## config.mk

```make
export PLATFORM = sky130hd
export DESIGN_NAME = vme_wb_bridge
export DESIGN_NICKNAME = d
export VERILOG_FILES = /design/src/rtl/vme_wb_bridge.sv
export SDC_FILE = /design/constraint.sdc
export NUM_CORES = 1
export LEC_CHECK = 0
export CORE_ASPECT_RATIO = 0.75
export CORE_MARGIN = 4
export CORE_UTILIZATION = 27
export CTS_CLUSTER_DIAMETER = 150
export DETAILED_ROUTE_END_ITERATION = 8
export GPL_ROUTABILITY_DRIVEN = 1
export PLACE_DENSITY = 0.61
export SLEW_MARGIN = 20
export SYNTH_ARGS = -nofsm -noshare
export SYNTH_HDL_FRONTEND = slang
export SYNTH_SLANG_ARGS = --single-unit
```

## constraint.sdc

```tcl
create_clock -name Clk -period 1.89 [get_ports Clk]
set_input_delay 0.378 -clock Clk [delete_from_list [all_inputs] [get_ports Clk]]
set_output_delay 0.378 -clock Clk [all_outputs]
set_load 0.03 [all_outputs]
```

## src/rtl/vme_wb_bridge.sv

```systemverilog
// vme_wb_bridge
// Wishbone classic slave to VME-style strobe/done master. Each Wishbone cycle
// becomes exactly one single-cycle read or write strobe toward the register
// bank. Address and write data are held until the bank answers. The result is
// returned as a one-cycle ack or err.
// Optional feature: define VME_WB_BRIDGE_TIMEOUT_EN to add the Done timeout
// counter and its error path. Without it the bridge waits indefinitely.
module vme_wb_bridge #(
  parameter int ADDR_WIDTH = 18,
  parameter int TIMEOUT    = 255
) (
  input  logic                  Clk,
  input  logic                  Rst,
  input  logic                  wb_cyc_i,
  input  logic                  wb_stb_i,
  input  logic                  wb_we_i,
  input  logic [ADDR_WIDTH-1:0] wb_adr_i,
  input  logic [31:0]           wb_dat_i,
  output logic [31:0]           wb_dat_o,
  output logic                  wb_ack_o,
  output logic                  wb_err_o,
  output logic [ADDR_WIDTH-1:0] VMEAddr,
  output logic [31:0]           VMEWrData,
  output logic                  VMERdMem,
  output logic                  VMEWrMem,
  input  logic [31:0]           VMERdData,
  input  logic                  VMERdDone,
  input  logic                  VMEWrDone,
  input  logic                  VMERdError,
  input  logic                  VMEWrError
);

  typedef enum logic [1:0] {IDLE, RD_WAIT, WR_WAIT, RESP} state_t;

  state_t state;
  logic   aborted;
  logic   abort_now;
  logic   timed_out;

  // Reject an out-of-range TIMEOUT at elaboration rather than build a broken counter
  if (TIMEOUT < 1 || TIMEOUT > 65535) begin : g_bad_timeout
    $error("vme_wb_bridge: TIMEOUT must lie in 1..65535");
  end

  // The master has given up on this cycle if cyc dropped now or at any earlier wait cycle
  assign abort_now = aborted | ~wb_cyc_i;

`ifdef VME_WB_BRIDGE_TIMEOUT_EN
  localparam int CNT_W = $clog2(TIMEOUT + 1);
  localparam logic [CNT_W-1:0] CNT_LIMIT = CNT_W'(TIMEOUT);

  logic [CNT_W-1:0] timeout_cnt;

  // Count wait cycles from the strobe; zero while idle, hold at the limit instead of wrapping
  always_ff @(posedge Clk) begin
    if (Rst) begin
      timeout_cnt <= '0;
    end else if (state == IDLE) begin
      timeout_cnt <= '0;
    end else if ((state == RD_WAIT || state == WR_WAIT) && timeout_cnt != CNT_LIMIT) begin
      timeout_cnt <= timeout_cnt + 1'b1;
    end
  end

  assign timed_out = (timeout_cnt == CNT_LIMIT);
`else
  assign timed_out = 1'b0;
`endif

  // Request/response FSM; every bus-facing output is registered here
  always_ff @(posedge Clk) begin
    if (Rst) begin
      state     <= IDLE;
      aborted   <= 1'b0;
      VMERdMem  <= 1'b0;
      VMEWrMem  <= 1'b0;
      wb_ack_o  <= 1'b0;
      wb_err_o  <= 1'b0;
      VMEAddr   <= '0;
      VMEWrData <= '0;
      wb_dat_o  <= '0;
    end else begin
      VMERdMem <= 1'b0;
      VMEWrMem <= 1'b0;
      wb_ack_o <= 1'b0;
      wb_err_o <= 1'b0;
      case (state)
        IDLE: begin
          if (wb_cyc_i && wb_stb_i) begin
            VMEAddr <= wb_adr_i;
            aborted <= 1'b0;
            if (wb_we_i) begin
              VMEWrData <= wb_dat_i;
              VMEWrMem  <= 1'b1;
              state     <= WR_WAIT;
            end else begin
              VMERdMem <= 1'b1;
              state    <= RD_WAIT;
            end
          end
        end
        RD_WAIT: begin
          aborted <= abort_now;
          if (VMERdError) begin
            wb_err_o <= ~abort_now;
            state    <= RESP;
          end else if (VMERdDone) begin
            wb_dat_o <= VMERdData;
            wb_ack_o <= ~abort_now;
            state    <= RESP;
          end else if (timed_out) begin
            wb_err_o <= ~abort_now;
            state    <= RESP;
          end
        end
        WR_WAIT: begin
          aborted <= abort_now;
          if (VMEWrError) begin
            wb_err_o <= ~abort_now;
            state    <= RESP;
          end else if (VMEWrDone) begin
            wb_ack_o <= ~abort_now;
            state    <= RESP;
          end else if (timed_out) begin
            wb_err_o <= ~abort_now;
            state    <= RESP;
          end
        end
        RESP: begin
          state <= IDLE;
        end
        default: begin
          state <= IDLE;
        end
      endcase
    end
  end

endmodule

```

# Word level (Yosys, flattened, before mapping)
# Cells that the tools add are included.
# Widths: inputs -> output; s select.
[word_totals]
inputBits = 91
elab_cells = 50
ff_bits = 89
out_inout_bits = 86
[classes]
eq_ne = 6
n_bitwise = 6
mux = 19
reduce_logical = 10
[ops]
columns = ["op", "n"]
rows = [
  ["$mux 2", 6],
  ["$mux 1", 9],
  ["$reduce_and 3->1", 3],
  ["$pmux 2 s4", 1],
  ["$ne 3x3->1 const B", 2],
  ["$pmux 1 s2", 3],
  ["$not 1->1", 5],
  ["$eq 2x2->1 const B", 2],
  ["$reduce_and 2->1", 2],
  ["$reduce_or 3->1", 1],
  ["$eq 2x1->1 const B", 1],
  ["$logic_not 2->1", 1],
  ["$ne 2x2->1 const B", 1],
  ["$reduce_bool 2->1", 1],
  ["$reduce_or 2->1", 1],
  ["$logic_and 1x1->1", 1],
  ["$or 1x1->1", 1],
]

# Logic depth before layout (Yosys ltp)
# Gate-level depths: netlist of the first run.
[depth]
depth_word = 6
depth_mapped = 7
mapped_depth_nobuf = 5

# Least setup slack after synthesis of the first run
# No wires, ideal clock.
[synth_path]
path_kind = "register to register"
from = "reg state[0]"
to = "reg VMEWrData[22]"
period_less_slack_ps = 1393
n_path_buf = 1
t_required_ps = 1820
arrival_time_ps = 1322
stages_incl_launch_ff = 7
path_slack_ps = 497
setup_ps = 70
path_cell_list = "dfxtp_1 > inv_1 > ha_1 > nand4_1 > clkbuf_1 > nand2_1 > a21oi_1"
[synth_via]
elab_chain_len = 2
[synth_lines]
columns = ["item", "line_no", "source"]
rows = [
  ["start: declaration", "35", "state_t state;"],
  ["start signal: assignment", "73", "state <= IDLE;"],
  ["start signal: assignment", "95", "state <= WR_WAIT;"],
  ["start signal: assignment", "98", "state <= RD_WAIT;"],
  ["$logic_not 2->1", "87", "case (state)"],
  ["$reduce_and 3->1 (no line)", "--", ""],
  ["end signal: assignment", "93", "VMEWrData <= wb_dat_i;"],
  ["end: declaration", "23", "output logic [31:0] VMEWrData,"],
]
# No other way between the ends.
# A chain may end at the register's enable or synchronous reset.

# Worst setup path after layout of the first run
[layout_path]
from = "reg VMEWrData[26]"
to = "out VMEWrData[26]"
# No word-level cell between the ends.

==> impl_metrics.tcl, run 1 <==
set metrics [dict create \
    post_drt_wl_per_cell_microns 13.5 \
    die_area_sq_um 13800 \
    synth.ff_latch_count 89 \
    finalWorstSetupSlack_ns 0.146 \
    total_leakage_power_uw 0.00190 \
    cpPeakStageDelay_ns 0.69 \
    drc_errors 0 \
    final_cell_mix "sky130_fd_sc_hd__clkdlybuf4s50_1 (175), sky130_fd_sc_hd__nand2_1 (165), sky130_fd_sc_hd__dfxtp_1 (89), sky130_fd_sc_hd__a21oi_1 (84), sky130_fd_sc_hd__clkbuf_16 (9)" \
    worst_skew_pair_later_pin_latency_ns 0.33 \
    cts_hold_buffers 0 \
    residual_antenna_violating_net_count_after_detailed_routing 0 \
    crit_type "reg2out" \
    worst_margin_slew_ns 0.435 \
    cts_made_buffers 9 \
    library_cell_occupying_the_most_area_in_the_post_synthesis_netlist "sky130_fd_sc_hd__dfxtp_1" \
    ir_drop_v 0.000412 \
    gp_congestion 0.712 \
    cts_root_buf "sky130_fd_sc_hd__clkbuf_16" \
    postSynthNetCount 493 \
    die_width_microns 134 \
    synthTopCellsByArea "sky130_fd_sc_hd__dfxtp_1 (55%), sky130_fd_sc_hd__nand2_1 (19%), sky130_fd_sc_hd__a21oi_1 (13%)" \
    final_layout_size_suffix_gt1_frac 0.0475 \
    final_core_utilization 0.471 \
    grt.overflow.total 0 \
    multi_input_comb_area_sq_um 1290 \
    crit_path_max_fo 2 \
    wirelength_microns 9890 \
    ctsResizeCount 0 \
    timing_hold_violations_final 0 \
    worst_hold_slack_ns 0.453 \
    final.fill_count 1181 \
    floorplan.core_area_sq_um 11700 \
    timing.critical_path.arrival_ns 1.37 \
    ys_seq_area_frac 0.552 \
    start_util 0.277 \
    setup-tns-final_ns 0 \
    drt_pre_antenna_iters 4 \
    timing_max_transition_violations_final 0 \
    clock_sink_count 89 \
    synthesis.instances 398 \
    fin_crit_sh 0.923 \
    io_buffers 176 \
    flow.area_growth_from_synthesis_pct 70.0 \
    path_cells "clkdlybuf4s50_1" \
    final.min_clock_period_ns 1.74 \
    setup-violations-final 0 \
    route.vias.total 3200 \
    grt_setup_unrepaired "false" \
    maxCapViolCount 0 \
    worst_max_slew_margin_expressed_relative_to_the_limit 0.710 \
    number_of_global_route_vias_before_repair 3140 \
    placed_cells_incl_taps 716 \
    antenna_found_initial 0 \
    std_cell_rows 34 \
    number_of_buffers_between_clock_root_and_the_deepest_sink 2 \
    sum_of_buffers_and_inverters_on_the_critical_path 1 \
    die_h_microns 103 \
    instances_no_fill 731 \
    cpLargestDelayFamily "buffers and inverters" \
    post-dp-hpwl_microns 7310 \
    synth_top_area_frac 0.552 \
    timing.fmax_mhz 573 \
    ctsHtreeMaxLevel 3 \
    finalNetCount 660 \
    final-seq-area_sq_um 1780 \
    placement.setup.worst_slack_ns 0.143 \
    yosys.cell_types.count 28 \
    global_route_wire_length_before_repair_microns 15600 \
    starting_drc_count_in_detailed_routing 139 \
    mappedNetlistArea_sq_um 3230 \
    hold_path_class "reg2reg" \
    floorplan.io_pins 177 \
    clock_skew_ns 0.00568 \
    viasPerCell 4.38 \
    critical_path_capture_point_type "output port" \
    global_route.usage.total 0.142 \
    synth.yosys.warnings 0 \
    clkTransAtPathRegs_ns 0.06 \
    n_antenna_cell 0 \
    postCtsSetupRepairBufs 0 \
    synthesis.area_per_instance_sq_um 8.11 \
    worstSetupStartpointType "register" \
    pin_count_of_the_biggest_net_entering_global_routing 40 \
    slowest_stage "sky130_fd_sc_hd__clkdlybuf4s50_1" \
    power.density_cell_area_nw_per_um2 997 \
    result_of_the_run "completed" \
    mostFrequentLayoutCell "sky130_fd_sc_hd__clkdlybuf4s50_1" \
    cts_tree "built" \
    required_time_of_the_worst_setup_path_ns 1.51 \
]
[layout make-up]
| type | instances | share of cell area |
|---|---|---|
| clock buffers | 12 | 0.0449 |
| clock inverters | 3 | 0.0119 |
| inverters | 4 | 0.00274 |
| multi-input cells | 278 | 0.235 |
| flip-flops and latches | 89 | 0.325 |
| well taps | 162 | 0.0369 |
| repair buffers | 183 | 0.343 |
[kinds of logic (layout without fill, tap and decap cells)]
| group | Yosys count | count (layout) | share of synthesized area |
|---|---|---|---|
| buf+inv | 31 | 202 | 0.0477 |
| mux | 3 | 3 | 0.00931 |
| compound gates | 91 | 91 | 0.148 |
| fa+ha+maj | 4 | 4 | 0.0155 |
| flops | 89 | 89 | 0.552 |
| simple gates | 180 | 180 | 0.227 |
[registers in the layout (all words and copies together), names as in the netlist]
register and flops:
state 2, VMERdMem 1, VMEWrMem 1, wb_err_o 1
VMEWrData 32, VMEAddr 18, wb_dat_o 32, aborted 1
wb_ack_o 1
[tightest hold or removal path, cell delays in order, from the launching register on]
cell	delay, ns
sky130_fd_sc_hd__dfxtp_1	0.30
sky130_fd_sc_hd__nand2_1	0.05
sky130_fd_sc_hd__a21oi_1	0.05
[report_power, final]
| part | switching, uW | internal [uW] |
|---|---|---|
| registers | 84.5 | 2030 |
| clock network | 697 | 1190 |
| logic | 797 | 675 |
[metrics by stage]
| stage | power, uW | area [sq um] |
|---|---|---|
| after floorplan | 3010 | 3230 |
| after global placement | 3600 | 5170 |
| after detailed placement | 3640 | 5170 |
| after CTS | 5560 | 5490 |
| after global routing | 5760 | 5490 |
| final | 5470 | 5490 |
[metal layers]
layer	share of wire	global-route usage	routed length, microns
met1	0.43	0.166	4250
met2	0.47	0.235	4610
met3	0.093	0.0698	924
met4	0.011	0.0399	104
met5	0	0	0
[Yosys cell counts]
cell type                  count
sky130_fd_sc_hd__a211oi_2      2
sky130_fd_sc_hd__a21bo_2       1
sky130_fd_sc_hd__a21oi_1      84
sky130_fd_sc_hd__a31oi_1       2
sky130_fd_sc_hd__and3_1        1
sky130_fd_sc_hd__and3_4        1
sky130_fd_sc_hd__and3b_1       1
sky130_fd_sc_hd__and4_1        1
sky130_fd_sc_hd__buf_1         2
sky130_fd_sc_hd__buf_2         6
sky130_fd_sc_hd__buf_4         2
sky130_fd_sc_hd__buf_6         3
sky130_fd_sc_hd__clkbuf_1     14
sky130_fd_sc_hd__dfxtp_1      89
sky130_fd_sc_hd__ha_1          4
sky130_fd_sc_hd__inv_1         4
sky130_fd_sc_hd__mux2i_1       3
sky130_fd_sc_hd__nand2_1     165
sky130_fd_sc_hd__nand3_2       1
sky130_fd_sc_hd__nand3b_1      2
sky130_fd_sc_hd__nand4_1       1
sky130_fd_sc_hd__nand4b_1      1
sky130_fd_sc_hd__nor2_1        2
sky130_fd_sc_hd__nor2b_1       1
sky130_fd_sc_hd__nor3_1        1
sky130_fd_sc_hd__o21ai_0       2
sky130_fd_sc_hd__or3b_1        1
sky130_fd_sc_hd__or3b_4        1
[worst paths after layout]
check / start / to / slack, ns / cells past startpoint
setup reg to reg: state[0]$_SDFFE_PP0P_ / state[1]$_SDFFE_PP0P_ / 0.36 / 5
hold / removal: VMEWrData[18]$_SDFFE_PP0P_ / VMEWrData[18]$_SDFFE_PP0P_ / 0.45 / 2
setup / recovery: VMEWrData[26]$_SDFFE_PP0P_ / VMEWrData[26] / 0.15 / 1
hold reg to reg: VMEWrData[18]$_SDFFE_PP0P_ / VMEWrData[18]$_SDFFE_PP0P_ / 0.45 / 2
Power figures use the tool's default switching activity.
==> run 2: changes to the inputs <==
--- a/config.mk
+++ b/config.mk
@@ -5,13 +5,12 @@
 export SDC_FILE = /design/constraint.sdc
 export NUM_CORES = 1
 export LEC_CHECK = 0
-export CORE_ASPECT_RATIO = 0.75
 export CORE_MARGIN = 4
-export CORE_UTILIZATION = 27
+export CORE_UTILIZATION = 39
 export CTS_CLUSTER_DIAMETER = 150
 export DETAILED_ROUTE_END_ITERATION = 8
 export GPL_ROUTABILITY_DRIVEN = 1
-export PLACE_DENSITY = 0.61
+export PLACE_DENSITY = 0.83
 export SLEW_MARGIN = 20
 export SYNTH_ARGS = -nofsm -noshare
 export SYNTH_HDL_FRONTEND = slang
==> impl_metrics.tcl, run 2 (same netlist as run 1, synthesis figures left out) <==
set metrics [dict create \
    number_of_global_route_vias_before_repair 3163 \
    cpLargestDelayFamily "buffers and inverters" \
    grt-busiest-layer "met2" \
    floorplan.core_area_sq_um 7890 \
    ctsHtreeMaxLevel 3 \
    final.min_clock_period_ns 1.77 \
    floorplan.io_pins 177 \
    final.fill_count 660 \
    die_width_microns 99.0 \
    post-dp-hpwl_microns 6910 \
    ctsResizeCount 0 \
    total_leakage_power_uw 0.00187 \
    postCtsSetupRepairBufs 0 \
    gp_congestion 0.760 \
    critical_path_capture_point_type "output port" \
    post-route-cell-area_sq_um 5350 \
    worst_max_slew_margin_expressed_relative_to_the_limit 0.749 \
    viasPerCell 4.76 \
    required_time_of_the_worst_setup_path_ns 1.51 \
    pin_count_of_the_biggest_net_entering_global_routing 56 \
    std_cell_rows 32 \
    post_drt_wl_per_cell_microns 13.9 \
    cts_made_buffers 9 \
    worstSetupStartpointType "register" \
    final_layout_size_suffix_gt1_frac 0.0526 \
    global_route_wire_length_before_repair_microns 14900 \
    slowest_stage "sky130_fd_sc_hd__clkdlybuf4s50_1" \
    starting_drc_count_in_detailed_routing 109 \
    antenna_found_initial 0 \
    grt.overflow.total 0 \
    clock_sink_count 89 \
    number_of_buffers_between_clock_root_and_the_deepest_sink 2 \
    maxCapViolCount 0 \
    clock_skew_ns 0.0103 \
    timing_max_transition_violations_final 0 \
    dpl-instance-area_sq_um 5090 \
    placement.setup.worst_slack_ns 0.180 \
    gr-usage-met1 0.203 \
    layout_top_registers "VMEWrData x32, wb_dat_o x32, VMEAddr x18" \
    die_h_microns 99.0 \
    worst_skew_pair_later_pin_latency_ns 0.35 \
    setup-tns-final_ns 0 \
    hold_path_class "in2reg" \
    global_route.usage.total 0.187 \
    path_cells "clkdlybuf4s50_1" \
    io_buffers 176 \
    clkTransAtPathRegs_ns 0.08 \
    fin_crit_sh 0.934 \
    globalRouteMet2Util 0.327 \
    cpPeakStageDelay_ns 0.69 \
    crit_type "reg2out" \
    timing.critical_path.arrival_ns 1.39 \
    n_antenna_cell 0 \
    timing_hold_violations_final 0 \
    worst_margin_slew_ns 0.375 \
    wirelength_microns 9330 \
    cts_root_buf "sky130_fd_sc_hd__clkbuf_8" \
    timing.fmax_mhz 566 \
    drt_pre_antenna_iters 4 \
    die_area_sq_um 9790 \
    route.vias.total 3199 \
    mostFrequentLayoutCell "sky130_fd_sc_hd__clkdlybuf4s50_1" \
    finalWorstSetupSlack_ns 0.125 \
    flow.area_growth_from_synthesis_pct 65.9 \
    setup-violations-final 0 \
    ir_drop_v 0.000544 \
    start_util 0.409 \
    grt_setup_unrepaired "false" \
    final_core_utilization 0.679 \
    final_cell_mix "sky130_fd_sc_hd__clkdlybuf4s50_1 (175), sky130_fd_sc_hd__nand2_1 (165), sky130_fd_sc_hd__dfxtp_1 (89), sky130_fd_sc_hd__a21oi_1 (84), sky130_fd_sc_hd__clkbuf_8 (9)" \
    power.density_cell_area_nw_per_um2 979 \
    result_of_the_run "completed" \
    cts_tree "built" \
    sum_of_buffers_and_inverters_on_the_critical_path 1 \
    drc_errors 0 \
    crit_path_max_fo 2 \
    residual_antenna_violating_net_count_after_detailed_routing 0 \
    grt_util_met3 0.0708 \
    cts_hold_buffers 0 \
    finalNetCount 660 \
]
[run 2: changes by cell type in the layout (fill, tap and decap cells not counted)]
cell / delta
sky130_fd_sc_hd__buf_12: -1
sky130_fd_sc_hd__buf_4: +1
sky130_fd_sc_hd__bufinv_16: +2
sky130_fd_sc_hd__clkbuf_1: -2
sky130_fd_sc_hd__clkbuf_16: -9
sky130_fd_sc_hd__clkbuf_8: +8
sky130_fd_sc_hd__clkinvlp_4: +1
sky130_fd_sc_hd__inv_6: +1
[run 2: final timing paths]
kind | from | endpoint | slack [ns] | cells after the start
max reg2reg | state[0]$_SDFFE_PP0P_ | state[0]$_SDFFE_PP0P_ | 0.39 | 5
min reg2reg | wb_dat_o[16]$_SDFFE_PP0P_ | wb_dat_o[16]$_SDFFE_PP0P_ | 0.46 | 2
min | Rst | wb_dat_o[31]$_SDFFE_PP0P_ | 0.27 | 2
max | wb_dat_o[10]$_SDFFE_PP0P_ | wb_dat_o[10] | 0.12 | 1
[run 2: worst reg2reg max path: stages, from the launching register on]
cell and delay [ns]:
sky130_fd_sc_hd__dfxtp_1 0.33, sky130_fd_sc_hd__inv_1 0.11, sky130_fd_sc_hd__ha_1 0.21, sky130_fd_sc_hd__or3b_4 0.40, sky130_fd_sc_hd__and3_4 0.20, sky130_fd_sc_hd__a211oi_2 0.17
[run 2: per-stage QoR]
step	instances	hold WS, ns	total power, uW
floorplan	398	0.456	3010
global placement	656	0.440	3570
detailed placement	656	0.446	3620
CTS	672	0.247	5310
global route	672	0.250	5500
finish	672	0.273	5240
[run 2: area by class of cell]
class                           count  area [sq um]  share of cell area
Tap cell                          102           128              0.0238
Sequential cell                    89          1780               0.333
Multi-Input combinational cell    278          1290               0.241
Clock inverter                      7           141              0.0264
Timing Repair Buffer              183          1870               0.350
Clock buffer                        9           124              0.0231
Inverter                            4          15.0             0.00281
[run 2: power by group]
group	switching (uW)	total, uW	internal (uW)
combinational	783	1460	672
clock	662	1680	1010
sequential	78.5	2110	2030
[run 2: per-layer routing]
layer | vias up | wire (microns) | part of all wire
li1 | 1624 | - | -
met1 | 1440 | 3670 | 0.39
met2 | 122 | 4600 | 0.49
met3 | 13 | 904 | 0.097
met4 | 0 | 151 | 0.016
met5 | - | 0 | 0
==> run 3: changes to the inputs <==
--- a/config.mk
+++ b/config.mk
@@ -5,12 +5,14 @@
 export SDC_FILE = /design/constraint.sdc
 export NUM_CORES = 1
 export LEC_CHECK = 0
+export CAP_MARGIN = 30
 export CORE_MARGIN = 4
 export CORE_UTILIZATION = 39
 export CTS_CLUSTER_DIAMETER = 150
 export DETAILED_ROUTE_END_ITERATION = 8
-export GPL_ROUTABILITY_DRIVEN = 1
+export GPL_ROUTABILITY_DRIVEN = 0
 export PLACE_DENSITY = 0.83
+export SKIP_LAST_GASP = 1
 export SLEW_MARGIN = 20
 export SYNTH_ARGS = -nofsm -noshare
 export SYNTH_HDL_FRONTEND = slang
==> results of run 3 <==
No change in the layout: final DEF, timing and power equal those of run 2.
